`src/rtl/clk_div_multi.sv`:
```
// Multi-channel programmable clock/strobe divider: NCH independent square waves
// plus tick strobes, each with its own enable and glitch-free runtime divisor.
module clk_div_multi #(
   parameter int          NCH         = 4,
   parameter int          CNT_W       = 32,
   parameter int unsigned DEFAULT_DIV = 12_500_000,
   parameter int          CH_W        = 2
) (
   input  logic             clk,
   input  logic             rst,
   input  logic [NCH-1:0]   en,
   input  logic             sync_clr,
   input  logic             cfg_wr,
   input  logic [CH_W-1:0]  cfg_ch,
   input  logic [CNT_W-1:0] cfg_div,
   output logic [NCH-1:0]   clk_out,
   output logic [NCH-1:0]   tick,
   output logic             cfg_err
);

   localparam logic [CNT_W-1:0] DIV_RST = CNT_W'(DEFAULT_DIV);
   localparam logic [CNT_W-1:0] ONE     = CNT_W'(1);

   logic [CNT_W-1:0] cnt     [NCH];
   logic [CNT_W-1:0] div_act [NCH];
   logic [CNT_W-1:0] div_shd [NCH];
   logic [NCH-1:0]   pend;
   logic [NCH-1:0]   wr_hit;
   logic [NCH-1:0]   bnd;
   logic             wr_bad;
   logic             wr_valid;
   logic [31:0]      ch_ext;

   assign ch_ext   = 32'(cfg_ch);
   assign wr_bad   = cfg_wr && ((cfg_div == '0) || (ch_ext >= 32'(NCH)));
   assign wr_valid = cfg_wr && !wr_bad;

   // div_act is never zero, so div_act-1 cannot underflow
   always_comb begin
      wr_hit = '0;
      bnd    = '0;
      for (int i = 0; i < NCH; i++) begin
         wr_hit[i] = wr_valid && (ch_ext == 32'(i));
         bnd[i]    = en[i] && !sync_clr && (cnt[i] >= (div_act[i] - ONE));
      end
   end

   // New divisors only reach div_act at a boundary, a sync_clr, or while the
   // channel is idle, so a running half-period is never cut short.
   always_ff @(posedge clk or posedge rst) begin
      if (rst) begin
         for (int i = 0; i < NCH; i++) begin
            cnt[i]     <= '0;
            div_act[i] <= DIV_RST;
            div_shd[i] <= DIV_RST;
         end
         pend    <= '0;
         clk_out <= '0;
         tick    <= '0;
         cfg_err <= 1'b0;
      end else begin
         cfg_err <= wr_bad;
         for (int i = 0; i < NCH; i++) begin
            if (sync_clr) begin
               cnt[i]     <= '0;
               clk_out[i] <= 1'b0;
               tick[i]    <= 1'b0;
               div_act[i] <= div_shd[i];
               if (wr_hit[i]) begin
                  div_shd[i] <= cfg_div;
                  pend[i]    <= 1'b1;
               end else begin
                  pend[i]    <= 1'b0;
               end
            end else if (!en[i]) begin
               tick[i] <= 1'b0;
               if (pend[i]) begin
                  div_act[i] <= div_shd[i];
                  cnt[i]     <= '0;
               end
               if (wr_hit[i]) begin
                  div_shd[i] <= cfg_div;
                  pend[i]    <= 1'b1;
               end else begin
                  pend[i]    <= 1'b0;
               end
            end else if (bnd[i]) begin
               cnt[i]     <= '0;
               clk_out[i] <= ~clk_out[i];
               tick[i]    <= 1'b1;
               pend[i]    <= 1'b0;
               if (wr_hit[i]) begin
                  div_act[i] <= cfg_div;
                  div_shd[i] <= cfg_div;
               end else begin
                  div_act[i] <= div_shd[i];
               end
            end else begin
               cnt[i]  <= cnt[i] + ONE;
               tick[i] <= 1'b0;
               if (wr_hit[i]) begin
                  div_shd[i] <= cfg_div;
                  pend[i]    <= 1'b1;
               end
            end
         end
      end
   end

endmodule

```
`config.mk`:
```
export PLATFORM = sky130hd
export DESIGN_NAME = clk_div_multi
export DESIGN_NICKNAME = d
export VERILOG_FILES = /design/src/rtl/clk_div_multi.sv
export SDC_FILE = /design/constraint.sdc
export NUM_CORES = 1
export LEC_CHECK = 0
export CAP_MARGIN = 5
export CORE_ASPECT_RATIO = 1.1
export CORE_MARGIN = 2
export CORE_UTILIZATION = 53
export CTS_BUF_LIST = sky130_fd_sc_hd__clkbuf_4
export DETAILED_ROUTE_END_ITERATION = 7
export DONT_BUFFER_PORTS = 1
export GPL_TIMING_DRIVEN = 0
export PLACE_DENSITY = 0.77
export SETUP_SLACK_MARGIN = 0.15
export SLEW_MARGIN = 20
export SYNTH_ARGS = -nofsm -noshare
export SYNTH_HDL_FRONTEND = slang
export SYNTH_SLANG_ARGS = --single-unit
```
`constraint.sdc`:
```
create_clock -name clk -period 17 [get_ports clk]
set_input_delay 4.25 -clock clk [delete_from_list [all_inputs] [get_ports clk]]
set_output_delay 4.25 -clock clk [all_outputs]
set_load 0.02 [all_outputs]
```
==> impl_summary.log, run 1 <==
INFO  metric antenna_violations_before_repair = 3
INFO  metric finalMaxSlewViolations = 0
INFO  metric synth_seq_area_share = 44.3%
INFO  metric synthArstFlopShare = 100%
INFO  metric insertion_delay = 0.82 ns
INFO  metric design.final.nets = 2440
INFO  metric synthesis.nets = 2336
INFO  metric synth_area_leaders = dfrtp_1 33%, dfstp_2 11%, mux2_1 9.9%
INFO  metric placeableCoreArea = 0.0423 mm^2
INFO  metric yosys_most_used_dff = dfrtp_1
INFO  metric post-cts-setup-buffers = 0
INFO  metric length_of_the_first_detailed_routing_pass_in_iterations = 8
INFO  metric critical_path.most_common_cell = mux2_1
INFO  metric grt.met1_usage = 27.8%
INFO  metric worst_slew_pin_slew = 1.08 ns
INFO  metric clock-root-buffer = clkbuf_4
INFO  metric regToRegStartpoint = div_act[2]
INFO  metric cp_slowest_stage_delay = 0.47 ns
INFO  metric tritoncts = yes
INFO  metric wire_length_of_the_first_global_routing_pass = 84500 um
INFO  metric total_leakage_power = 11.0 nW
INFO  metric htree_num_levels = 3
INFO  metric hold-worst-slack = 0.487 ns
INFO  metric finClkSkew = 0.0490 ns
INFO  metric r2r_setup_slack = 11.44 ns
INFO  metric gr-usage-all-layers = 23.2%
INFO  metric route.vias.total = 16400
INFO  metric initialDrtViolationCount = 889
INFO  metric worst_path_max_delay_cell = buf_1
INFO  metric port-buffer-count = 0
INFO  metric multi_input_comb_area = 0.0121 mm^2
INFO  metric placement_rows = 79
INFO  metric power-per-cell-area = 105 mW/mm^2
INFO  metric switchingPower = 0.788 mW
INFO  metric cts_buffers = 99
INFO  metric clockPowerShare = 34.3%
INFO  metric fin_crit_sh = 36.7%
INFO  metric r2r-end = cnt[14]
INFO  metric path_cells = clkbuf_1 > nor4_1 > nand4_1 > o21ai_1 > nor2_1 > nand3_1 > buf_1 > mux2_1 > mux2_1
INFO  metric post_synth_inst_count = 2158
INFO  metric use_met3 = 4.57%
INFO  metric bufs_on_longest_clock_path = 3
INFO  metric hold_class = flip-flop to flip-flop
INFO  metric vdd.ir_drop.worst = 50.2 uV
INFO  metric area_delta_synth_final = 9.86%
INFO  metric timing.critical_path.to_type = flip-flop
INFO  metric sequential_cell_area = 0.0101 mm^2
INFO  metric min_from = div_act[101]
INFO  metric depth_of_the_worst_register_to_register_path = 17
INFO  metric required = 17.72 ns
INFO  metric nFillCells = 3504
INFO  metric ys_ff_latch = 397
INFO  metric worst_setup_hold_path_clk_slew = 0.07 ns
INFO  metric setup-violations-final = 0
INFO  metric grt.met2_usage = 40.1%
INFO  metric cp-start-kind = primary input
INFO  metric syn_area_per_cell = 10.5 um^2
INFO  metric final_sum_of_negative_setup_slack = 0 ns
INFO  metric combinationalPowerShare = 18.0%
INFO  metric post_drt_via_cell_ratio = 5.62
INFO  metric drt_wl_total = 50700 um
INFO  metric timing_hold_violations_final = 0
INFO  metric relative_slew_slack = 27.1%
INFO  metric grt_start_max_net_pins = 109
INFO  metric cp_max_fo = 10
INFO  metric rsz0062_at_grt = no
INFO  metric cts-hold-fix-buffers = 0
INFO  metric first_global_vias = 17000
INFO  metric worst_setup_path_category = primary input to flip-flop
INFO  metric dpl.hpwl = 36400 um
INFO  metric clkSinkCount = 397
INFO  metric internal_power = 1.83 mW
INFO  metric number_of_maximum_capacitance_violations = 0
INFO  metric cts.repair.resized = 0
INFO  metric worst_ep_arrival_time = 6.96 ns
INFO  metric result_of_the_run = finished clean
INFO  metric max_clock_freq = 0.160 GHz
INFO  metric yosys_warnings = 0
INFO  metric route.detailed.wl_per_inst = 17.4 um
INFO  metric die_h = 221 um
INFO  metric yosysUniqueCellTypes = 68
INFO  metric seqPwrFrac = 47.6%
INFO  metric whs_endpoint = div_act[101]
INFO  metric synthDominantCellAreaShare = 33.2%
INFO  metric design.die.area = 0.0445 mm^2
INFO  metric io-pin-count = 51
INFO  metric grt_overflow = 0
INFO  metric grt_most_used_layer = met2
INFO  metric hold-path-cell-count = 2
INFO  metric routabilityCongestion = 0.822
INFO  metric timing.final.crit_period = 6.24 ns
INFO  metric largest_area_contributor_in_the_synthesized_netlist = dfrtp_1
INFO  metric fp.dieW = 201 um
INFO  metric cell_area_after_synthesis = 0.0227 mm^2
INFO  metric route.detailed.drc = 0
INFO  metric drt.antenna.violating_nets = 0
INFO  metric floorplan.initialDensity = 53.6%
INFO  metric synth_enable_flop_cells = 0
INFO  metric switching_share = 30.1%
INFO  metric share_of_cells_above_drive_strength_1 = 14.9%
[layout by cell type, fill, tap and decap left out, drive strengths merged, types with 9 or more instances in the layout]
master and count:
and3 27, nor3 59, and2 9, nand4 36
nand3 62, xnor2 109, a21o 13, nor2 215
inv 41, mux2i 75, clkbuf 207, and4 15
nand2b 11, dfrtp 301, ha 136, or4 14
clkinv 31, a21oi 95, dfstp 96, or3 23
nor2b 18, nor4 35, mux2 251, xor2 103
buf 40, o21ai 71, nand3b 9, nand2 163
[routing by layer]
layer,wire length [um],vias up,part of all wire (%)
met1,21600,8055,43
met2,25100,324,50
met3,2180,100,4.3
met4,1750,0,3.4
met5,0,-,0
li1,-,7928,-
[final cells by class]
type                    instances  area share, %
inverters                      38          0.603
plain buffers                  97           1.51
diodes                          4         0.0402
multi-input cells            1626           48.6
clock inverters                40           1.30
flip-flops and latches        397           40.4
repair buffers                  3          0.331
clock buffers                 147           4.43
well taps                     567           2.85
[power groups by stage]
| stage | registers, mW | clock network (mW) | logic (mW) |
|---|---|---|---|
| after global routing | 1.27 | 0.970 | 0.534 |
| after detailed placement | 1.26 | 0 | 0.469 |
| after floorplan | 1.23 | 0 | 0.370 |
| final | 1.25 | 0.900 | 0.472 |
| after global placement | 1.25 | 0 | 0.441 |
| after CTS | 1.25 | 0.918 | 0.476 |
[kinds of logic after synthesis]
group                      after synthesis  share of synthesized area (%)
adders and majority gates              136                           7.50
xor gates and xnor gates               212                           8.19
buffers and inverters                  135                           2.29
muxes                                  326                           15.8
AOI/OAI and AO/OA                      242                           6.46
DFF                                    397                           44.3
and+or+nand+nor                        710                           15.4
[cells in the mapped netlist, types with 23 or more instances]
master and n:
mux2_2 51, o21ai_1 41, dfrtp_1 301, buf_1 27, xnor2_1 109, nand4_1 36
mux2_1 200, dfstp_2 96, nor2_1 214, nor3_1 56, nor4_1 30, mux2i_1 75
ha_1 136, and3_1 27, o21ai_0 30, clkbuf_1 60, inv_1 38, nand3_1 62
nand2_1 162, a21oi_1 94, xor2_1 103, or3_1 23
[how the worst max path moves through the flow]
stage / startpoint / to / depth (start not counted) / slack [ns]
floorplan: rst / cfg_err / 1 / 1.87
global placement: rst / cnt[117] / 1 / -1.86
detailed placement: sync_clr / div_act[45] / 7 / 10.03
CTS: cfg_div[24] / div_act[45] / 9 / 10.84
global route: cfg_div[3] / div_act[8] / 9 / 10.74
finish: cfg_div[24] / div_act[45] / 9 / 10.76
[flip-flops by register name, summed over array words and instances, names as in the netlist]
| signal | flops |
|---|---|
| cnt | 128 |
| div_act | 128 |
| div_shd | 128 |
| clk_out | 4 |
| pend | 4 |
| tick | 4 |
| cfg_err | 1 |
[stage by stage]
step           cells  worst slack, ns  power, mW  util [%]  instance area (um^2)
6_report        2919            10.76       2.62      58.9                 24900
5_1_grt         2918            10.74       2.77      58.9                 24900
4_1_cts         2915            10.84       2.64      58.9                 24900
3_5_place_dp    2728            10.03       1.73      55.5                 23500
3_3_place_gp    2725            -1.86       1.69      55.3                 23400
2_1_floorplan   2158             1.87       1.60         -                 22700
[worst max-delay path: cells and delay by family]
kind                   cells  cell delay [ns]
AND/OR/NAND/NOR            4             0.98
buffers and inverters      2             0.77
multiplexers               2             0.73
AO/OA/AOI/OAI              1             0.22
No activity file was read; power rests on OpenSTA's default activity.
==> inputs of run 2 (changes only) <==
- clock period: 17 -> 6.15 ns (I/O delays scaled with it)
==> impl_summary.log, run 2 (synthesis results as in run 1) <==
INFO  metric cts_buffers = 99
INFO  metric most-common-layout-cells = 301 x dfrtp_1, 214 x nor2_1, 200 x mux2_1
INFO  metric route.detailed.wl_per_inst = 17.2 um
INFO  metric largest_registers = cnt: 128 flops, div_act: 128 flops, div_shd: 128 flops
INFO  metric design.die.area = 0.0445 mm^2
INFO  metric antenna_violations_before_repair = 4
INFO  metric result_of_the_run = finished clean
INFO  metric port-buffer-count = 0
INFO  metric insertion_delay = 0.79 ns
INFO  metric routabilityCongestion = 0.814
INFO  metric cts.repair.resized = 0
INFO  metric finClkSkew = 0.0388 ns
INFO  metric grt_overflow = 0
INFO  metric placeableCoreArea = 0.0423 mm^2
INFO  metric switching_share = 30.4%
INFO  metric worst_slew_pin_slew = 1.02 ns
INFO  metric io-pin-count = 51
INFO  metric placement_rows = 79
INFO  metric tritoncts = yes
INFO  metric timing_hold_violations_final = 0
INFO  metric finalMaxSlewViolations = 0
INFO  metric worst_ep_arrival_time = 6.20 ns
INFO  metric clkSinkCount = 397
INFO  metric cp_max_fo = 10
INFO  metric hold-path-cell-count = 2
INFO  metric route.detailed.drc = 0
INFO  metric htree_num_levels = 3
INFO  metric wire_length_of_the_first_global_routing_pass = 84000 um
INFO  metric hold-worst-slack = 0.492 ns
INFO  metric finalCoreUtilization = 59.2%
INFO  metric number_of_maximum_capacitance_violations = 0
INFO  metric clock-root-buffer = clkbuf_4
INFO  metric nFillCells = 3439
INFO  metric max_clock_freq = 0.180 GHz
INFO  metric dpl.hpwl = 37000 um
INFO  metric vdd.ir_drop.worst = 125 uV
INFO  metric total_leakage_power = 11.0 nW
INFO  metric drt.antenna.violating_nets = 0
INFO  metric worst_setup_path_category = flip-flop to flip-flop
INFO  metric die_h = 221 um
INFO  metric required = 6.79 ns
INFO  metric bufs_on_longest_clock_path = 3
INFO  metric drt_wl_total = 50200 um
INFO  metric depth_of_the_worst_register_to_register_path = 15
INFO  metric switchingPower = 2.16 mW
INFO  metric route.vias.total = 16400
INFO  metric post-cts-setup-buffers = 0
INFO  metric worst_path_max_delay_cell = a21oi_2
INFO  metric area_delta_synth_final = 10.4%
INFO  metric post_drt_via_cell_ratio = 5.62
INFO  metric preCtsSetupSlack = 0.595 ns
INFO  metric timing.final.crit_period = 5.55 ns
INFO  metric initialDrtViolationCount = 793
INFO  metric internal_power = 4.96 mW
INFO  metric floorplan.initialDensity = 53.6%
INFO  metric final_critical_path_setup_slack = 0.597 ns
INFO  metric layout.cells.most_common = dfrtp_1
INFO  metric gr-usage-all-layers = 23.0%
INFO  metric cp-start-kind = flip-flop
INFO  metric rsz0062_at_grt = no
INFO  metric design.final.nets = 2450
INFO  metric setup-violations-final = 0
INFO  metric hold_class = flip-flop to flip-flop
INFO  metric timing.critical_path.to_type = flip-flop
INFO  metric path_cells = nor4_1 > nand3_1 > nor4_2 > nand3b_1 > or4_1 > nor2_1 > xnor2_1 > ha_1 > nand4_1 > nor4_1 > o41ai_2 > a21oi_2 > clkbuf_1 > clkbuf_1 > nor2_1
INFO  metric relative_slew_slack = 31.7%
INFO  metric worst_setup_hold_path_clk_slew = 0.07 ns
INFO  metric power-per-cell-area = 284 mW/mm^2
INFO  metric cp_slowest_stage_delay = 0.59 ns
INFO  metric fin_crit_sh = 90.3%
INFO  metric cts-hold-fix-buffers = 0
INFO  metric seqPwrFrac = 48.5%
INFO  metric grt_start_max_net_pins = 36
INFO  metric combinationalPowerShare = 18.5%
INFO  metric first_global_vias = 16800
INFO  metric share_of_cells_above_drive_strength_1 = 15.0%
INFO  metric clockPowerShare = 33.0%
INFO  metric fp.dieW = 201 um
INFO  metric length_of_the_first_detailed_routing_pass_in_iterations = 7
-- run 2: cell types whose count changed in the layout (fill, tap and decap cells not counted), moves of 2 or more --
| cell | before | now |
|---|---|---|
| buf_12 | 0 | 9 |
| clkinv_2 | 12 | 5 |
| clkinvlp_4 | 0 | 2 |
| bufinv_16 | 6 | 3 |
| clkbuf_4 | 147 | 149 |
| clkinv_1 | 19 | 24 |
-- run 2: worst paths after layout --
path                                    from           end  slack, ns
worst max register to register   div_act[38]       cnt[47]       0.60
min in group asynchronous                rst   div_shd[36]       0.67
worst min register to register  div_act[106]  div_act[106]       0.49
worst min-delay path            div_act[106]  div_act[106]       0.49
max in group asynchronous                rst  div_shd[116]       3.47
worst max-delay path             div_act[38]       cnt[47]       0.60
-- run 2: routing by layer --
layer | wire length [um] | share of wire [%] | GRT usage [%]
met5 | 0 | 0 | 0
met4 | 2150 | 4.3 | 11.8
met3 | 2030 | 4.1 | 3.92
met2 | 24600 | 49 | 39.3
met1 | 21400 | 43 | 28.2
-- run 2: critical path: cells and delay by family, from the launching register on --
family                   cells  cell delay (ns)
adder cells (fa/ha/maj)      1             0.32
AND/OR/NAND/NOR              9             2.66
buffers and inverters        2             1.04
flip-flops                   1             0.42
AO/OA/AOI/OAI                2             0.86
XOR/XNOR                     1             0.10
-- run 2: area by class of cell --
| class | instances | area (um^2) | area share, % |
|---|---|---|---|
| inverters | 38 | 146 | 0.585 |
| clock buffers | 149 | 1120 | 4.47 |
| diodes | 4 | 10.0 | 0.0400 |
| flip-flops and latches | 397 | 10100 | 40.2 |
| clock inverters | 35 | 220 | 0.879 |
| repair buffers | 13 | 290 | 1.16 |
| plain buffers | 97 | 378 | 1.51 |
| multi-input cells | 1626 | 12100 | 48.4 |
| well taps | 567 | 709 | 2.83 |
-- run 2: through the flow --
stage	std cells	setup TNS, ns	instance area [um^2]	total power [mW]
3_5_place_dp	2738	0	23700	4.80
3_3_place_gp	2725	-790.92	23400	4.68
4_1_cts	2922	0	25000	7.18
6_report	2926	0	25000	7.12
2_1_floorplan	2158	-196.53	22700	4.41
5_1_grt	2926	0	25000	7.56
-- run 2: power by group through the flow --
stage	Sequential (mW)	Clock [mW]	Combinational, mW
2_1_floorplan	3.39	0	1.02
3_3_place_gp	3.45	0	1.22
3_5_place_dp	3.48	0	1.32
4_1_cts	3.44	2.41	1.33
5_1_grt	3.51	2.56	1.49
6_report	3.45	2.35	1.32
==> inputs of run 3 (changes only) <==
- SLEW_MARGIN: 20 -> default
==> impl_summary.log, run 3 (synthesis results as in run 1) <==
INFO  metric worst_setup_hold_path_clk_slew = 0.07 ns
INFO  metric area_delta_synth_final = 10.1%
INFO  metric grt_start_max_net_pins = 45
INFO  metric rsz0062_at_grt = no
INFO  metric layout.cells.most_common = dfrtp_1
INFO  metric timing.critical_path.to_type = flip-flop
INFO  metric worst_ep_arrival_time = 6.10 ns
INFO  metric timing_hold_violations_final = 0
INFO  metric placed_area = 0.0236 mm^2
INFO  metric final_sum_of_negative_setup_slack = 0 ns
INFO  metric vdd.ir_drop.worst = 149 uV
INFO  metric wire_length_of_the_first_global_routing_pass = 84700 um
INFO  metric power-per-cell-area = 286 mW/mm^2
INFO  metric share_of_cells_above_drive_strength_1 = 15.1%
INFO  metric design.die.area = 0.0445 mm^2
INFO  metric length_of_the_first_detailed_routing_pass_in_iterations = 5
INFO  metric first_global_vias = 16900
INFO  metric cp-start-kind = flip-flop
INFO  metric design.final.nets = 2448
INFO  metric htree_num_levels = 3
INFO  metric clock-root-buffer = clkbuf_4
INFO  metric fp.dieW = 201 um
INFO  metric most-common-layout-cells = 301 x dfrtp_1, 214 x nor2_1, 200 x mux2_1
INFO  metric combinationalPowerShare = 18.3%
INFO  metric dpl.hpwl = 36500 um
INFO  metric die_h = 221 um
INFO  metric initialDrtViolationCount = 814
INFO  metric finClkSkew = 0.0553 ns
INFO  metric setup-violations-final = 0
INFO  metric io-pin-count = 51
INFO  metric switchingPower = 2.17 mW
INFO  metric clockPowerShare = 33.4%
INFO  metric post-cts-setup-buffers = 0
INFO  metric drt.antenna.violating_nets = 0
INFO  metric placement_rows = 79
INFO  metric port-buffer-count = 0
INFO  metric antenna_violations_before_repair = 3
INFO  metric route.detailed.wl_per_inst = 17.2 um
INFO  metric required = 6.77 ns
INFO  metric floorplan.initialDensity = 53.6%
INFO  metric result_of_the_run = finished clean
INFO  metric drt_wl_total = 50200 um
INFO  metric final_design_area_no_fill = 0.0250 mm^2
INFO  metric bufs_on_longest_clock_path = 3
INFO  metric tritoncts = yes
INFO  metric internal_power = 4.98 mW
INFO  metric total_leakage_power = 11.0 nW
INFO  metric relative_slew_slack = 29.9%
INFO  metric route.detailed.drc = 0
INFO  metric p_total = 7.15 mW
INFO  metric cts.repair.resized = 0
INFO  metric placeableCoreArea = 0.0423 mm^2
INFO  metric timing.final.crit_period = 5.48 ns
INFO  metric cts_buffers = 100
INFO  metric gr-usage-all-layers = 23.1%
INFO  metric post_drt_via_cell_ratio = 5.60
INFO  metric grt_overflow = 0
INFO  metric max_clock_freq = 0.182 GHz
INFO  metric route.vias.total = 16400
INFO  metric fin_crit_sh = 89.1%
INFO  metric cp_max_fo = 10
INFO  metric insertion_delay = 0.80 ns
INFO  metric seqPwrFrac = 48.2%
INFO  metric clkSinkCount = 397
INFO  metric switching_share = 30.4%
INFO  metric hold_class = flip-flop to flip-flop
INFO  metric worst_slew_pin_slew = 1.04 ns
INFO  metric number_of_maximum_capacitance_violations = 0
INFO  metric cts-hold-fix-buffers = 0
INFO  metric finalMaxSlewViolations = 0
INFO  metric largest_registers = cnt: 128 flops, div_act: 128 flops, div_shd: 128 flops
INFO  metric worst_setup_path_category = flip-flop to flip-flop
INFO  metric routabilityCongestion = 0.814
INFO  metric hold-worst-slack = 0.489 ns
[run 3: routing by layer]
layer / global-route usage, % / share of wire [%] / vias to the layer above
li1: - / - / 7962
met1: 28.4 / 43 / 7994
met2: 39.9 / 49 / 338
met3: 3.64 / 4.2 / 104
met4: 11.0 / 3.8 / 0
met5: 0 / 0 / -
[run 3: final timing paths]
check	cells after the start	startpoint	slack [ns]	endpoint
worst max register to register	15	div_act[38]	0.67	cnt[63]
worst min-delay path	2	div_act[101]	0.49	div_act[101]
min in group asynchronous	1	rst	0.66	div_shd[66]
max in group asynchronous	7	rst	3.54	div_act[116]
worst max-delay path	15	div_act[38]	0.67	cnt[63]
worst min register to register	2	div_act[101]	0.49	div_act[101]
[run 3: area by class of cell]
class	instances	area, um^2
Clock inverter	37	236
Sequential cell	397	10100
Antenna cell	3	7.51
Timing Repair Buffer	10	200
Tap cell	567	709
Clock buffer	152	1140
Inverter	38	146
Buffer	97	378
Multi-Input combinational cell	1626	12100
Fill cell	3521	17300
[run 3: per-stage QoR]
stage | worst slack [ns] | std cells | utilization (%)
6_report | 0.669 | 2927 | 59.0
5_1_grt | 0.154 | 2927 | 59.0
4_1_cts | 0.560 | 2924 | 59.0
3_5_place_dp | 0.590 | 2735 | 55.8
3_3_place_gp | -2.53 | 2725 | 55.3
2_1_floorplan | -0.653 | 2158 | -
[run 3: power groups by stage]
stage               sequential (mW)  combinational [mW]  clock, mW
floorplan                      3.39                1.02          0
global placement               3.45                1.22          0
detailed placement             3.48                1.31          0
CTS                            3.44                1.32       2.45
global route                   3.51                1.48       2.60
finish                         3.45                1.31       2.39
[run 3: worst max-delay path: stages (launching register included)]
cell and delay [ns]:
dfrtp_1 0.42, nor4_1 0.46, nand3_1 0.25, nor4_2 0.40, nand3b_1 0.21, or4_1 0.46
nor2_1 0.14, xnor2_1 0.09, ha_1 0.30, nand4_1 0.16, nor4_1 0.45, o41ai_2 0.27
a21oi_2 0.57, clkbuf_1 0.53, clkbuf_1 0.48, nor2_1 0.10
